File: config.mk
export PLATFORM = sky130hd
export DESIGN_NAME = icache_line_fill_unit
export DESIGN_NICKNAME = d
export VERILOG_FILES = /design/src/rtl/sargantana_icache_pkg.sv /design/src/rtl/icache_fill_beat_buf.sv /design/src/rtl/icache_line_fill_unit.sv
export SDC_FILE = /design/constraint.sdc
export NUM_CORES = 1
export LEC_CHECK = 0
export BUFFER_PORTS_ARGS = -buffer_cell sky130_fd_sc_hd__buf_2
export CAP_MARGIN = 5
export CORE_AREA = 5 5 303 305
export CTS_CLUSTER_SIZE = 10
export DETAILED_ROUTE_END_ITERATION = 12
export DIE_AREA = 0 0 308 310
export PLACE_DENSITY = 0.48
export SYNTH_ARGS = -nofsm -noshare
export SYNTH_HDL_FRONTEND = slang
export SYNTH_HIERARCHICAL = 1
export SYNTH_SLANG_ARGS = --single-unit
File: constraint.sdc
create_clock -name clk_i -period 2.97 [get_ports clk_i]
set_input_delay 0.594 -clock clk_i [delete_from_list [all_inputs] [get_ports clk_i]]
set_output_delay 0.594 -clock clk_i [all_outputs]
set_load 0.02 [all_outputs]
File: src/rtl/sargantana_icache_pkg.sv
// sargantana_icache_pkg: shared types and default geometry for the icache line fill unit
// Provides the fill FSM state type, default beat geometry and request/result structs.
package sargantana_icache_pkg;
   localparam int ICACHE_LINE_BYTES = 64;
   localparam int ICACHE_BEAT_BYTES = 16;
   localparam int ICACHE_N_BEATS    = ICACHE_LINE_BYTES / ICACHE_BEAT_BYTES;
   localparam int ICACHE_PADDR_W    = 40;
   localparam int ICACHE_WAY_W      = 2;

   typedef enum logic [1:0] {
      IFILL_IDLE,
      IFILL_REQ,
      IFILL_WAIT,
      IFILL_DONE
   } ifill_state_t;

   typedef struct packed {
      logic [ICACHE_PADDR_W-1:0] paddr;
      logic [ICACHE_WAY_W-1:0]   way;
   } fill_req_t;

   typedef struct packed {
      logic                           valid;
      logic [ICACHE_LINE_BYTES*8-1:0] data;
      logic [ICACHE_WAY_W-1:0]        way;
      logic [ICACHE_PADDR_W-1:0]      paddr;
   } fill_out_t;
endpackage

File: src/rtl/icache_fill_beat_buf.sv
// icache_fill_beat_buf: per-beat line storage with arrival mask for out-of-order refill
// Ports: clk_i, rstn_i (sync active-low), clr_i clears the mask, wr_i/idx_i/data_i write one beat,
//        line_o is the assembled line (slot 0 in the low bits), full_o is set once every slot arrived.
module icache_fill_beat_buf #(
   parameter int N_BEATS    = 4,
   parameter int BEAT_W     = 128,
   parameter int BEAT_IDX_W = 2
) (
   input  logic                      clk_i,
   input  logic                      rstn_i,
   input  logic                      clr_i,
   input  logic                      wr_i,
   input  logic [BEAT_IDX_W-1:0]     idx_i,
   input  logic [BEAT_W-1:0]         data_i,
   output logic [N_BEATS*BEAT_W-1:0] line_o,
   output logic                      full_o
);
   logic [N_BEATS-1:0]             mask_q;
   logic [N_BEATS-1:0][BEAT_W-1:0] data_q;

   // Duplicate beats rewrite the slot; setting an already-set mask bit is a no-op.
   always_ff @(posedge clk_i) begin
      if (!rstn_i) begin
         mask_q <= '0;
         data_q <= '0;
      end else if (clr_i) begin
         mask_q <= '0;
      end else if (wr_i && int'(idx_i) < N_BEATS) begin
         mask_q[idx_i] <= 1'b1;
         data_q[idx_i] <= data_i;
      end
   end

   assign line_o = data_q;
   assign full_o = &mask_q;
endmodule

File: src/rtl/icache_line_fill_unit.sv
// icache_line_fill_unit: icache refill engine, one miss -> line-aligned memory request -> assembled line
// Ports: clk_i/rstn_i (sync active-low); req_* miss request in, req_ready_o when idle; kill_i abandons;
//        mem_req_* line request out; mem_resp_* beats in (any order); inv_* invalidation snoop;
//        fill_* one-cycle line write pulse with data/way/paddr; busy_o when not idle.
// Optional: define ICACHE_FILL_CWF_EN to add cwf_valid_o/cwf_data_o critical-word forwarding.
module icache_line_fill_unit
   import sargantana_icache_pkg::*;
#(
   parameter  int LINE_BYTES = 64,
   parameter  int BEAT_BYTES = 16,
   parameter  int PADDR_W    = 40,
   parameter  int N_WAY      = 4,
   parameter  int IDX_W      = 6,
   localparam int N_BEATS    = LINE_BYTES / BEAT_BYTES,
   localparam int BEAT_IDX_W = N_BEATS > 1 ? $clog2(N_BEATS) : 1,
   localparam int WAY_W      = N_WAY > 1 ? $clog2(N_WAY) : 1,
   localparam int BEAT_W     = BEAT_BYTES * 8,
   localparam int LINE_W     = LINE_BYTES * 8
) (
   input  logic                  clk_i,
   input  logic                  rstn_i,
   input  logic                  req_valid_i,
   output logic                  req_ready_o,
   input  logic [PADDR_W-1:0]    req_paddr_i,
   input  logic [WAY_W-1:0]      req_way_i,
   input  logic                  kill_i,
   output logic                  mem_req_valid_o,
   input  logic                  mem_req_ready_i,
   output logic [PADDR_W-1:0]    mem_req_paddr_o,
   input  logic                  mem_resp_valid_i,
   input  logic [BEAT_IDX_W-1:0] mem_resp_beat_i,
   input  logic [BEAT_W-1:0]     mem_resp_data_i,
   input  logic                  inv_valid_i,
   input  logic [IDX_W-1:0]      inv_idx_i,
   output logic                  fill_valid_o,
   output logic [LINE_W-1:0]     fill_data_o,
   output logic [WAY_W-1:0]      fill_way_o,
   output logic [PADDR_W-1:0]    fill_paddr_o,
   output logic                  busy_o
`ifdef ICACHE_FILL_CWF_EN
   ,
   output logic                  cwf_valid_o,
   output logic [BEAT_W-1:0]     cwf_data_o
`endif
);
   localparam int OFF_W  = $clog2(LINE_BYTES);
   localparam int BOFF_W = $clog2(BEAT_BYTES);

   ifill_state_t       state_q;
   logic [PADDR_W-1:0] paddr_q;
   logic [WAY_W-1:0]   way_q;
   logic               drop_q;
   logic               accept, beat_wr, line_full, inv_hit;

   assign accept  = state_q == IFILL_IDLE && req_valid_i;
   assign beat_wr = state_q == IFILL_WAIT && mem_resp_valid_i;
   assign inv_hit = inv_valid_i && state_q != IFILL_IDLE && inv_idx_i == paddr_q[OFF_W +: IDX_W];

   // A killed/invalidated fill still walks WAIT->DONE so the memory beats are fully consumed;
   // drop_q only suppresses the final write.
   always_ff @(posedge clk_i) begin
      if (!rstn_i) begin
         state_q <= IFILL_IDLE;
         paddr_q <= '0;
         way_q   <= '0;
         drop_q  <= 1'b0;
      end else begin
         case (state_q)
            IFILL_IDLE: if (req_valid_i) begin
               paddr_q <= req_paddr_i & ~(PADDR_W'(LINE_BYTES - 1));
               way_q   <= req_way_i;
               drop_q  <= 1'b0;
               state_q <= IFILL_REQ;
            end
            IFILL_REQ: begin
               if (inv_hit || (kill_i && mem_req_ready_i)) drop_q <= 1'b1;
               if (mem_req_ready_i) state_q <= IFILL_WAIT;
               else if (kill_i) state_q <= IFILL_IDLE;
            end
            IFILL_WAIT: begin
               if (kill_i || inv_hit) drop_q <= 1'b1;
               if (line_full) state_q <= IFILL_DONE;
            end
            default: state_q <= IFILL_IDLE;
         endcase
      end
   end

   icache_fill_beat_buf #(
      .N_BEATS   (N_BEATS),
      .BEAT_W    (BEAT_W),
      .BEAT_IDX_W(BEAT_IDX_W)
   ) u_beat_buf (
      .clk_i (clk_i),
      .rstn_i(rstn_i),
      .clr_i (accept),
      .wr_i  (beat_wr),
      .idx_i (mem_resp_beat_i),
      .data_i(mem_resp_data_i),
      .line_o(fill_data_o),
      .full_o(line_full)
   );

   assign req_ready_o     = state_q == IFILL_IDLE;
   assign busy_o          = state_q != IFILL_IDLE;
   assign mem_req_valid_o = state_q == IFILL_REQ;
   assign mem_req_paddr_o = paddr_q;
   assign fill_paddr_o    = paddr_q;
   assign fill_way_o      = way_q;
   // Same-cycle invalidation in DONE must still cancel the write.
   assign fill_valid_o    = state_q == IFILL_DONE && !drop_q && !inv_hit;

`ifdef ICACHE_FILL_CWF_EN
   logic [BEAT_IDX_W-1:0] cwf_beat_q;
   logic                  cwf_done_q;

   always_ff @(posedge clk_i) begin
      if (!rstn_i) begin
         cwf_beat_q <= '0;
         cwf_done_q <= 1'b0;
      end else if (accept) begin
         cwf_beat_q <= req_paddr_i[BOFF_W +: BEAT_IDX_W];
         cwf_done_q <= 1'b0;
      end else if (cwf_valid_o) begin
         cwf_done_q <= 1'b1;
      end
   end

   assign cwf_valid_o = beat_wr && !drop_q && !cwf_done_q && mem_resp_beat_i == cwf_beat_q;
   assign cwf_data_o  = cwf_valid_o ? mem_resp_data_i : '0;
`endif
endmodule

# --- Yosys cells after proc, flatten, opt, wreduce, memory -nomap -nowiden ---
# Index checks and enable logic that the tools add are counted.
word_totals:
  inputBits: 185
  output_inout_bits: 598
  reg_bits: 555
  word_cells: 58
classes:
  n_eq_ne: 9
  n_reduce_logical: 21
  magnitude_cmp: 2
  mux: 14
  bitwise: 3
ops:
  columns: ["cell", "count"]
  rows:
  - ["bitwise mux 512 bit", 1]
  - ["demux 128 bit (select 2 bit)", 1]
  - ["two-way mux 128 bit", 1]
  - ["logical AND 1 bit", 8]
  - ["two-way mux 2 bit", 4]
  - ["AND reduction 4 bit", 2]
  - ["== test 6 bit", 1]
  - ["case mux 2 bit (3 select lines)", 1]
  - ["== test 2 bit (second input constant)", 2]
  - ["two-way mux 1 bit", 4]
  - ["!= test 2 x 1 -> 1 bit (second input constant)", 2]
  - ["!= test 2 bit (second input constant)", 2]
  - ["OR 4 bit", 1]
  - ["AND reduction 2 bit", 2]
  - ["< comparator 2 x 3 -> 1 bit (second input constant)", 1]
  - ["!= test 3 x 2 -> 1 bit (second input constant)", 1]
  - ["case mux 1 bit (3 select lines)", 1]
  - ["AND reduction 3 bit", 1]
  - ["nonzero test 3 bit", 1]
  - ["demux 1 bit (select 2 bit)", 1]
  - ["== test 2 x 1 -> 1 bit (second input constant)", 1]
  - [">= comparator 2 x 1 -> 1 bit (second input constant)", 1]
  - ["zero test 1 bit", 2]
  - ["zero test 2 bit", 1]
  - ["4 further kinds", 6]

# --- Longest topological paths before layout ---
# Gate-level depths: netlist of run 1.
logic_depth:
  word_depth: 6
  depth_mapped: 9
  ltp_nobuf: 6

# --- Cells and area by module ---
# The synthesis of run 1 kept the hierarchy.
modules_own_cells:
  columns: ["module", "cells_per_inst", "area_each_um2", "n_inst"]
  rows:
  - ["icache_fill_beat_buf", 1813, 18691.7, 1]
  - ["icache_line_fill_unit", 245, 2044.5, 1]

# --- Worst setup path before layout of run 1 ---
# Ideal clock, no wire load.
synth_path:
  path_type: "reg-to-reg"
  startpoint: "register state_q[0]"
  endpoint: "register u_beat_buf.data_q (netlist bit u_beat_buf/line_o[0])"
  setup_time_ns: 0.072
  n_path_buf: 3
  arrival_time_ns: 2.070
  path_stages_with_launch: 10
  path_slack_ns: 0.829
  cell_sequence: "dfxtp_1 > inv_1 > ha_1 > nand2_2 > clkinv_2 > buf_4 > nor4b_2 > buf_4 > buf_6 > mux2i_1"
synth_between:
  elab_chain_cells: 4
  word_cells_on_any_way: 6
synth_lines:
  columns: ["item", "line_no", "rtl"]
  rows:
  - ["start: declaration", "icache_line_fill_unit.sv:49", "ifill_state_t state_q;"]
  - ["start signal: assignment", "icache_line_fill_unit.sv:63", "state_q <= IFILL_IDLE;"]
  - ["start signal: assignment", "icache_line_fill_unit.sv:73", "state_q <= IFILL_REQ;"]
  - ["start signal: assignment", "icache_line_fill_unit.sv:77", "if (mem_req_ready_i) state_q <= IFILL_WAIT;"]
  - ["zero test 2 bit", null, null]
  - ["named net req_ready_o", "icache_line_fill_unit.sv:23", "output logic req_ready_o,"]
  - ["logical AND 1 bit", "icache_line_fill_unit.sv:55", "assign accept = state_q == IFILL_IDLE && req_valid_i;"]
  - ["named net accept", "icache_line_fill_unit.sv:53", "logic accept, beat_wr, line_full, inv_hit;"]
  - ["NOT 1 bit (no source line)", null, null]
  - ["AND reduction 2 bit (no source line)", null, null]
  - ["end signal: indexed assignment", "icache_fill_beat_buf.sv:30", "data_q[idx_i] <= data_i;"]
  - ["end: declaration", "icache_fill_beat_buf.sv:19", "logic [N_BEATS-1:0][BEAT_W-1:0] data_q;"]
# The timed path passes the listed nets, and every way through them passes these cells.
# A chain may end at the register's enable or synchronous reset.

# --- Worst setup path after layout of run 1 ---
layout_path:
  startpoint: "register state_q[0]"
  endpoint: "output port fill_valid_o"
layout_between:
  elab_chain_cells: 5
  word_cells_on_any_way: 7
layout_lines:
  columns: ["item", "line_no", "rtl"]
  rows:
  - ["nonzero test 2 bit", "icache_line_fill_unit.sv:57", "assign inv_hit = inv_valid_i && state_q != IFILL_IDLE && inv_idx_i == paddr_q[OFF_W +: IDX_W];"]
  - ["logical AND 1 bit (2 in a row)", "icache_line_fill_unit.sv:57", null]
  - ["zero test 1 bit", "icache_line_fill_unit.sv:111", "assign fill_valid_o = state_q == IFILL_DONE && !drop_q && !inv_hit;"]
  - ["logical AND 1 bit (*)", "icache_line_fill_unit.sv:111", null]
  - ["end: declaration", "icache_line_fill_unit.sv:35", "output logic fill_valid_o,"]
# Every way passes the cells marked *; elsewhere a longest branch is shown, timed or not.

==> key figures, run 1 <==
Worst setup path
  • Max stage delay on crit path: roughly 0.4 ns
  • Top delay family on crit path: simple AND/OR/NAND/NOR gates
  • Worst path arrival time: 2.14 ns
  • Critical path buffers and inverters: 2
  • Critical path class: flip-flop to output pin
  • Crit. End Element: output pin
  • Worst R2R Setup Slack: approximately 0.51 ns
  • Crit Path Max Fanout: 6
  • Crit-path slowest cell: dfxtp_1
  • CP required: about 2.4 ns
  • Worst path cell trace: inv_1, ha_2, nand2b_1, nor4_4, a21oi_1, buf_2
  • CP startpoint kind: flip-flop

Synthesis
  • Post-synth EDFFs: 0
  • Area leader, netlist: dfxtp_1
  • Simple logic cell fraction of the synthesized area: 0.139
  • Mux contribution to synthesized area: 0.248
  • Commonest cells post-synth: nand2_1 (716), dfxtp_1 (555), mux2i_1 (514)
  • Post-synthesis compound-gate area fraction: 0.0170
  • Synth area leaders: dfxtp_1 (54%), mux2i_1 (25%), nand2_1 (13%)
  • Synth Flop Type: dfxtp_1
  • Largest family of logic cells by synthesized area: multiplexers
  • Post-synth cell types: 35
  • Post-Synth Adder-Cell Area: 0.00241
  • Syn Area/Cell: 10.1 µm²
  • Post-Synthesis Cells: 2,058
  • Top-area cell type share of the netlist area: 0.536
  • YS warnings: 6
  • #FFs+latches synth: approximately 560
  • Cell area after synthesis: between 0.02 and 0.025 mm²
  • Sequential fraction of the synthesis area: 0.536
  • Post-synth ARST share: 0
  • Count leader, synth: nand2_1
  • Synth Area in XOR/XNOR: 0.00253

Min path
  • Worst Hold Class: input port to flip-flop

Layout
  • Multi-input gate area: roughly 0.0086 mm²
  • Final core occ: 0.310
  • Sequential cell area: 0.0111 mm²
  • Nets: 2,949
  • Area grow syn2layout: 33.1%
  • FILL cells: ~9,400
  • Fraction of layout cells with a size suffix above 1: 0.323

STA
  • Final worst path period share: 0.920
  • Min cycle time layout: 2.73 ns
  • RSZ-0062 raised after global routing: no
  • Final Max Tran Viols: 0
  • Worst Tran Pin Value: 0.830 ns
  • TNS Setup: 0 ns
  • Final hold violation count: 0
  • Relative slew slack: 0.446
  • Setup-failing EPs final: 0
  • Worst Clk Skew: 0.0130 ns
  • F_max: 0.366 GHz
  • Worst hold margin: between 0.2 and 0.25 ns

Floorplanning
  • Rows: 110
  • Total die area: 0.0955 mm²
  • Die Y: between 300 and 400 µm
  • Starting Density: 0.233
  • Ports: approximately 800
  • Die Wd: 308 µm
  • Core area: 0.0890 mm²

Clock tree
  • CTS HTree Levels: 3
  • Total CTS buffers: just under 70
  • CTS tree: done
  • Postcts setup bufs: 0
  • CTS sink cnt: around 560
  • PostCTS Resize Cnt: 0
  • Bufs on Longest Clock Path: 3
  • Reg clk slew, reported paths: 0.06 ns
  • Root Buffer: clkbuf_16
  • Clock Latency Late Sink: 0.58 ns
  • CTS Hold Bufs: 0

GRT
  • First-pass GRT wire length: 104,000 µm
  • Vias in the first global route: roughly 16,000
  • Gr ovfl total: 0
  • Tot GR Track Use: 0.139
  • Initial antenna violation count: 7
  • Pin count of the biggest net entering global routing: 75

Power and ir drop
  • Worst vdd ir: 0.000442 V
  • P_leak: approximately 15 nW
  • Power density over the cells: 616 mW/mm²

Placement
  • Hpwl dp: approximately 52,000 µm
  • Gp weighted congestion: 0.784
  • Port bufs: 764

Job
  • Number of max-cap violations: 0

Routing
  • First drt pass iteration count: 5
  • Drt total wl: between 70,000 and 80,000 µm
  • DR WL/cell: 17.9 µm
  • Via Count: 16,300
  • Initial drt markers: 831
  • Avg Vias per Cell: 4.10
  • DRC: 0
  • Antenna-violating nets left: 0

Status
  • Status: complete, no violations
==> final timing paths <==
check                                                       start                                  to  depth (start not counted)
worst max-delay path                      state_q[0]$_SDFFE_PN0P_                        fill_valid_o                          6
worst min-delay path                              req_paddr_i[24]       fill_paddr_o[24]$_SDFFE_PN0P_                          3
worst max register to register            state_q[0]$_SDFFE_PN0P_  u_beat_buf/line_o[49]$_SDFFE_PN0P_                          7
worst min register to register  u_beat_buf/mask_q[0]$_SDFFE_PP0P_   u_beat_buf/mask_q[0]$_SDFFE_PP0P_                          2
==> per-stage QoR <==
| step | setup slack (ns) | total power, mW | area, µm² | instances |
|---|---|---|---|---|
| after CTS | 0.00809 | 17.4 | 27600 | 3962 |
| after detailed placement | 0.510 | 9.34 | 25500 | 3865 |
| after global routing | 0.0485 | 17.8 | 27600 | 3963 |
| final | 0.237 | 17.0 | 27600 | 3964 |
| after floorplan | 0.829 | 8.81 | 20800 | 2069 |
| after global placement | 0.540 | 9.35 | 25500 | 3865 |
==> area by class of cell <==
cell class	instances	share of cell area
clock buffers	86	0.0667
well taps	1176	0.0533
diodes	2	0.000181
clock inverters	11	0.00775
inverters	8	0.00113
repair buffers	803	0.158
multi-input cells	1323	0.310
flip-flops and latches	555	0.402
==> cells in the final DEF, fill, tap and decap left out, types with 6 or more instances in the layout <==
cell type	Yosys	layout
buf_2	28	763
nand2_1	716	716
dfxtp_1	555	555
mux2i_1	514	514
clkbuf_16	0	70
a21boi_0	31	31
buf_4	79	20
buf_12	0	19
clkbuf_1	60	13
conb_1	1	12
inv_1	7	7
xor2_1	6	6
==> where the power goes <==
part | switching (mW) | internal [mW]
sequential | 0.0966 | 7.58
combinational | 0.990 | 0.490
clock | 3.22 | 4.63
total | 4.31 | 12.7
==> tightest hold or removal path, stage by stage <==
cell      delay [ns]
buf_2           0.09
nand2_1         0.05
a21boi_1        0.05
==> sequential cells by signal, summed over array words and instances (netlist names) <==
signal,cells
drop_q,1
fill_paddr_o,34
fill_way_o,2
state_q,2
u_beat_buf/line_o,512
u_beat_buf/mask_q,4
==> kinds of logic (layout without fill, tap and decap cells) <==
group,count (synthesis),after routing
and+or+nand+nor,742,742
DFF,555,555
muxes,514,514
buffers and inverters,191,908
AOI/OAI and AO/OA,45,45
xor gates and xnor gates,6,6
adders and majority gates,4,4
other,1,14
==> routing by layer <==
layer / vias up / track usage / wire length [µm]
li1: 8070 / - / -
met1: 7571 / 0.168 / 29200
met2: 491 / 0.236 / 33900
met3: 126 / 0.0416 / 5310
met4: 4 / 0.0526 / 2550
met5: - / 0 / 19
Note: power is estimated with default switching activity, not from simulation.
==> run 2, diff against run 1 <==
--- a/config.mk
+++ b/config.mk
@@ -6,12 +6,13 @@
 export NUM_CORES = 1
 export LEC_CHECK = 0
 export BUFFER_PORTS_ARGS = -buffer_cell sky130_fd_sc_hd__buf_2
-export CAP_MARGIN = 5
 export CORE_AREA = 5 5 303 305
+export CTS_BUF_LIST = sky130_fd_sc_hd__clkbuf_4 sky130_fd_sc_hd__clkbuf_8
 export CTS_CLUSTER_SIZE = 10
 export DETAILED_ROUTE_END_ITERATION = 12
 export DIE_AREA = 0 0 308 310
 export PLACE_DENSITY = 0.48
+export RECOVER_POWER = 100
 export SYNTH_ARGS = -nofsm -noshare
 export SYNTH_HDL_FRONTEND = slang
 export SYNTH_HIERARCHICAL = 1
==> run 2 against run 1 <==
Against the previous run: the run now ends with capacitance limit, slew limit left; via count up 1.0%; non-clock buffer count up 1; count of clock-buffer cells in the layout up 73; critical path depth unchanged; sequential share of layout area up 1.1 points; total power down 1.3%.
==> key figures, run 2 (synthesis gave the netlist of run 1 again) <==
Status
  • Status: finished with violations
  • Failing checks: capacitance limit, slew limit

Worst setup path
  • Critical path class: flip-flop to output pin
  • CP startpoint kind: flip-flop
  • Worst path cell trace: inv_1, ha_4, nand2b_1, nor4_4, a21oi_1, buf_2
  • CP required: 2.38 ns (about the same)
  • Max stage delay on crit path: 0.36 ns (-0.04 ns)
  • Worst path arrival time: 2.15 ns (about the same)
  • Crit Path Max Fanout: 6 (unchanged)
  • Crit. End Element: output pin
  • Reg2reg start: state_q[0]$_SDFFE_PN0P_
  • Worst r2r path cells: 7 (unchanged)
  • Worst R2R Setup Slack: 0.26 ns (-0.25 ns)
  • Crit-path slowest cell: dfxtp_2
  • RR Endpoint: u_beat_buf/line_o[49]$_SDFFE_PN0P_

Clock tree
  • CTS sink cnt: 555 (unchanged)
  • CTS Hold Bufs: 0 (unchanged)
  • Total CTS buffers: 99 (+43%)
  • CTS tree: done
  • Root Buffer: clkbuf_8
  • CTS HTree Levels: 3 (unchanged)
  • Reg clk slew, reported paths: 0.05 ns (about the same)
  • Bufs on Longest Clock Path: 3 (unchanged)
  • Clock Latency Late Sink: 0.72 ns (+0.14 ns)

STA
  • Min cycle time layout: 2.74 ns (+0.00733 ns)
  • Final worst path period share: 0.923 (+0.00247)
  • Worst hold margin: 0.122 ns (-0.120 ns)
  • Setup-failing EPs final: 0 (unchanged)
  • Relative slew slack: -0.0773 (-0.524)
  • Worst Tran Pin Value: 1.62 ns (+0.786 ns)
  • RSZ-0062 raised after global routing: no
  • Final hold violation count: 0 (unchanged)
  • F_max: 0.365 GHz (-0.27%)
  • TNS Setup: 0 ns (unchanged)
  • Final Max Tran Viols: 38 (+38)
  • Worst Clk Skew: 0.0198 ns (+0.00674 ns)

Power and ir drop
  • Power density over the cells: 624 mW/mm² (+1.3%)
  • Worst vdd ir: 0.000408 V (-7.6%)
  • P_leak: 12.3 nW (-17%)

Routing
  • Drt total wl: 71,700 µm (+0.99%)
  • First drt pass iteration count: 5 (unchanged)
  • Via Count: 16,400 (+1.0%)
  • DRC: 0 (unchanged)
  • Avg Vias per Cell: 4.06 (-1.2%)
  • Initial drt markers: 814 (-2.0%)
  • DR WL/cell: 17.7 µm (-1.2%)
  • Antenna-violating nets left: 0 (unchanged)

Placement
  • Port bufs: 764 (unchanged)
  • Hpwl dp: 51,700 µm (unchanged)
  • Gp weighted congestion: 0.784 (unchanged)
  • Placed insts: 3,865 (unchanged)
  • Placed Area: 0.0255 mm² (unchanged)

GRT
  • Pin count of the biggest net entering global routing: 75 (unchanged)
  • Gr ovfl total: 0 (unchanged)
  • First-pass GRT wire length: 105,000 µm (+0.66%)
  • Tot GR Track Use: 0.141 (+0.00144)
  • Vias in the first global route: 16,500 (+2.9%)
  • Initial antenna violation count: 6 (-1)

Floorplanning
  • Die Y: 310 µm (unchanged)
  • Total die area: 0.0955 mm² (unchanged)
  • Core area: 0.0890 mm² (unchanged)
  • Die Wd: 308 µm (unchanged)
  • Starting Density: 0.233 (unchanged)
  • Ports: 783 (unchanged)
  • Rows: 110 (unchanged)

Min path
  • Min-delay src: req_paddr_i[25]
  • Worst Hold Class: input port to flip-flop
  • Number of stages on the worst hold path: 3 (unchanged)
  • Hold endpoint: fill_paddr_o[25]$_SDFFE_PN0P_

Layout
  • Commonest non-fill, non-tap cells in the layout: nand2_1 (717), clkbuf_1 (591), dfxtp_1 (553)
  • Fin area: 0.0269 mm² (-2.5%)
  • Nets: 2,980 (+1.1%)
  • Max reg flops: 512 (unchanged)
  • Layout Cells excl Fill: 4,051 (+2.2%)
  • Area grow syn2layout: 29.8%
  • Fraction of layout cells with a size suffix above 1: 0.141 (-0.182)
  • Commonest non-fill, non-tap cell in the layout: nand2_1

Job
  • Number of max-cap violations: 1 (+1)
[run 2: repair_timing]
action	4_1_cts	5_1_grt
setup buffers	1	0
endpoints found under the setup margin	1	1
pin swaps	1	1
hold endpoints to repair	0	0
gates resized for setup	4	0
[run 2: layout make-up]
cell class | count | area [µm²]
antenna | 6 | 15.0
clock buffer | 159 | 1990
clock inverter | 20 | 183
fill | 9692 | 62100
inverter | 8 | 31.3
multi-input combinational | 1323 | 8550
sequential | 555 | 11100
tap | 1176 | 1470
timing repair buffer | 804 | 3550
[run 2: worst max-delay path: cells and delay by family, from the launching register on]
kind,cells,cell delay (ns)
DFF,1,0.36
buffers and inverters,2,0.30
AOI/OAI and AO/OA,1,0.10
and+or+nand+nor,2,0.45
adders and majority gates,1,0.22
[run 2: per-layer routing]
layer  vias to the layer above  part of all wire  GRT usage
met5                         -           0.00033          0
met1                      7621              0.41      0.165
met2                       501              0.48      0.239
li1                       8169                 -          -
met3                       132             0.079     0.0495
met4                         4             0.031     0.0516
[run 2: where the power goes]
part           switching [mW]  internal [mW]
Sequential              0.102           7.58
Combinational           0.993          0.439
Clock                    3.24           4.43
Total                    4.34           12.4
[run 2: through the flow]
stage                     power [mW]  utilization  setup WS [ns]
final                           16.8        0.302          0.230
after detailed placement        9.34        0.287          0.510
after CTS                       17.2        0.312         0.0447
after global routing            17.6        0.302         0.0329
after floorplan                 8.81            -          0.829
after global placement          9.35        0.287          0.540
[run 2: worst max path at each step]
| stage | to | startpoint |
|---|---|---|
| 2_1_floorplan | u_beat_buf/line_o[0]$_SDFFE_PN0P_ | state_q[0]$_SDFFE_PN0P_ |
| 3_3_place_gp | u_beat_buf/line_o[46]$_SDFFE_PN0P_ | state_q[0]$_SDFFE_PN0P_ |
| 3_5_place_dp | u_beat_buf/line_o[48]$_SDFFE_PN0P_ | mem_resp_valid_i |
| 4_1_cts | fill_valid_o | state_q[0]$_SDFFE_PN0P_ |
| 5_1_grt | fill_valid_o | state_q[0]$_SDFFE_PN0P_ |
| 6_report | fill_valid_o | state_q[0]$_SDFFE_PN0P_ |
==> run 3, diff against run 2 <==
==> constraint.sdc (replaced) <==
create_clock -name clk_i -period 2.55 [get_ports clk_i]
set_input_delay 0.51 -clock clk_i [delete_from_list [all_inputs] [get_ports clk_i]]
set_output_delay 0.51 -clock clk_i [all_outputs]
set_load 0.02 [all_outputs]
==> run 3 against run 2 <==
Against the previous run: the run now ends clean; first-iteration DRC count grew 16%; largest cell class unchanged; via count up 1.6%; critical path depth shrank 2; utilization grew 0.56 points; sequential power grew 16%; non-clock buffer count up 63; register-to-register slack got worse by 0.14 ns; sequential share of layout area down 0.76 points.
==> key figures, run 3 (synthesis gave the netlist of run 1 again) <==
Layout
  • Fraction of layout cells with a size suffix above 1: 0.146 (+0.00555)
  • FILL cells: 9,678 (-0.14%)
  • Commonest non-fill, non-tap cells in the layout: nand2_1 (717), clkbuf_1 (591), dfxtp_1 (553)
  • Final core occ: 0.308 (+0.00563)
  • Commonest non-fill, non-tap cell in the layout: nand2_1
  • Fin area: 0.0274 mm² (+1.9%)
  • Max reg flops: 512 (unchanged)
  • Nets: 3,042 (+2.1%)
  • Area grow syn2layout: 32.2%

Clock tree
  • CTS sink cnt: 555 (unchanged)
  • Clock Latency Late Sink: 0.72 ns (about the same)
  • Total CTS buffers: 98 (-1.0%)
  • Reg clk slew, reported paths: 0.06 ns (about the same)
  • CTS tree: done
  • CTS HTree Levels: 3 (unchanged)
  • Root Buffer: clkbuf_8
  • Bufs on Longest Clock Path: 3 (unchanged)

STA
  • Final Max Tran Viols: 0 (-100%)
  • Final worst path period share: 0.952
  • Final hold violation count: 0 (unchanged)
  • Relative slew slack: 0.246 (+0.324)
  • Worst Clk Skew: 0.0322 ns (+0.0124 ns)
  • Setup-failing EPs final: 0 (unchanged)
  • Worst Tran Pin Value: 1.13 ns (-0.485 ns)
  • Worst hold margin: 0.125 ns (+0.00336 ns)
  • Min cycle time layout: 2.43 ns
  • F_max: 0.412 GHz
  • RSZ-0062 raised after global routing: yes
  • Final WS setup: 0.121 ns (-0.108 ns)

GRT
  • Vias in the first global route: 16,900 (+1.9%)
  • Gr ovfl total: 0 (unchanged)
  • Initial antenna violation count: 3 (-3)
  • Tot GR Track Use: 0.144 (+0.00289)
  • Pin count of the biggest net entering global routing: 92 (+23%)
  • First-pass GRT wire length: 107,000 µm (+1.9%)

Floorplanning
  • Ports: 783 (unchanged)
  • Starting Density: 0.233 (unchanged)
  • Total die area: 0.0955 mm² (unchanged)
  • Die Y: 310 µm (unchanged)
  • Die Wd: 308 µm (unchanged)
  • Core area: 0.0890 mm² (unchanged)
  • Rows: 110 (unchanged)

Worst setup path
  • Max stage delay on crit path: 0.35 ns (about the same)
  • CP required: 2.04 ns (-0.34 ns)
  • Critical path class: flip-flop to output pin
  • Crit-path slowest cell: dfxtp_1
  • Worst r2r path cells: 8 (+1)
  • Crit. End Element: output pin
  • Worst path arrival time: 1.92 ns (-0.23 ns)
  • Worst R2R Setup Slack: 0.12 ns (-0.14 ns)
  • Worst path cell trace: xor2_1, nor4_4, a21oi_1, buf_4
  • CP startpoint kind: flip-flop
  • Crit Path Max Fanout: 4 (-2)

Status
  • Status: complete, no violations

Routing
  • First drt pass iteration count: 5 (unchanged)
  • Initial drt markers: 946 (+16%)
  • Avg Vias per Cell: 4.06 (+0.15%)
  • DRC: 0 (unchanged)
  • Drt total wl: 73,200 µm (+2.1%)
  • Antenna-violating nets left: 0 (unchanged)
  • Via Count: 16,700 (+1.6%)
  • DR WL/cell: 17.8 µm (+0.68%)

Placement
  • Port bufs: 764 (unchanged)
  • DP Worst Slack: 0.0928 ns (-0.418 ns)
  • Hpwl dp: 52,600 µm (+1.9%)
  • Gp weighted congestion: 0.784 (about the same)
  • Placed Area: 0.0257 mm² (+0.51%)

Min path
  • Worst Hold Class: input port to flip-flop
  • Number of stages on the worst hold path: 3 (unchanged)

Power and ir drop
  • Power, Total: 19.7 mW (+17%)
  • Power density over the cells: 719 mW/mm² (+15%)
  • P_leak: 12.6 nW (+2.3%)
  • Worst vdd ir: 0.000470 V (+15%)

Job
  • Number of max-cap violations: 0 (-1)
-- run 3: changes by cell type in the layout (fill, tap and decap cells not counted), sizes merged --
| cell | previous run | this run |
|---|---|---|
| dlygate4sd3 | 0 | 39 |
| clkinvlp | 4 | 2 |
| diode | 6 | 2 |
| inv | 8 | 12 |
| clkinv | 14 | 6 |
| clkbuf | 756 | 769 |
| buf | 207 | 223 |
-- run 3: what timing repair did --
item | CTS | global route
setup buffers | 6 | 0
endpoints found under the setup margin | 2 | 38
hold endpoints to repair | 42 | 0
pin swaps | 3 | 1
hold buffers | 39 | 0
resized for setup | 8 | 1
-- run 3: final timing paths --
path	endpoint	start
min	fill_paddr_o[7]$_SDFFE_PN0P_	req_paddr_i[7]
min reg2reg	u_beat_buf/mask_q[0]$_SDFFE_PP0P_	u_beat_buf/mask_q[0]$_SDFFE_PP0P_
max reg2reg	u_beat_buf/line_o[304]$_SDFFE_PN0P_	state_q[1]$_SDFFE_PN0P_
max	fill_valid_o	fill_paddr_o[10]$_SDFFE_PN0P_
-- run 3: critical path, delay by kind of cell, from the launching register on --
kind,cells,cell delay [ns]
AND/OR/NAND/NOR,1,0.35
flip-flops,1,0.35
AO/OA/AOI/OAI,1,0.12
XOR/XNOR,1,0.20
buffers and inverters,1,0.19
-- run 3: power by group --
group / switching (mW) / internal (mW) / total, mW
sequential: 0.112 / 8.83 / 8.94
clock: 3.81 / 5.18 / 8.99
combinational: 1.19 / 0.572 / 1.76
-- run 3: layout make-up --
class                   instances  area, µm²  area share
multi-input cells            1323       8550       0.312
inverters                       8       31.3     0.00114
diodes                          2       5.00    0.000183
clock buffers                 164       2010      0.0735
clock inverters                14        154     0.00562
well taps                    1176       1470      0.0537
repair buffers                867       4070       0.149
flip-flops and latches        555      11100       0.405
-- run 3: per-layer routing --
layer  global-route usage  part of all wire  up-vias
met5                    0                 0        -
met4               0.0484             0.022        0
met3               0.0464             0.071       97
met2                0.248              0.49      478
met1                0.170              0.42     7819
li1                     -                 -     8294
-- run 3: per-stage QoR --
step                setup TNS, ns  cells
floorplan                       0   2069
global placement                0   3884
detailed placement              0   3884
CTS                       -0.0928   4107
global route               -0.324   4109
finish                          0   4109
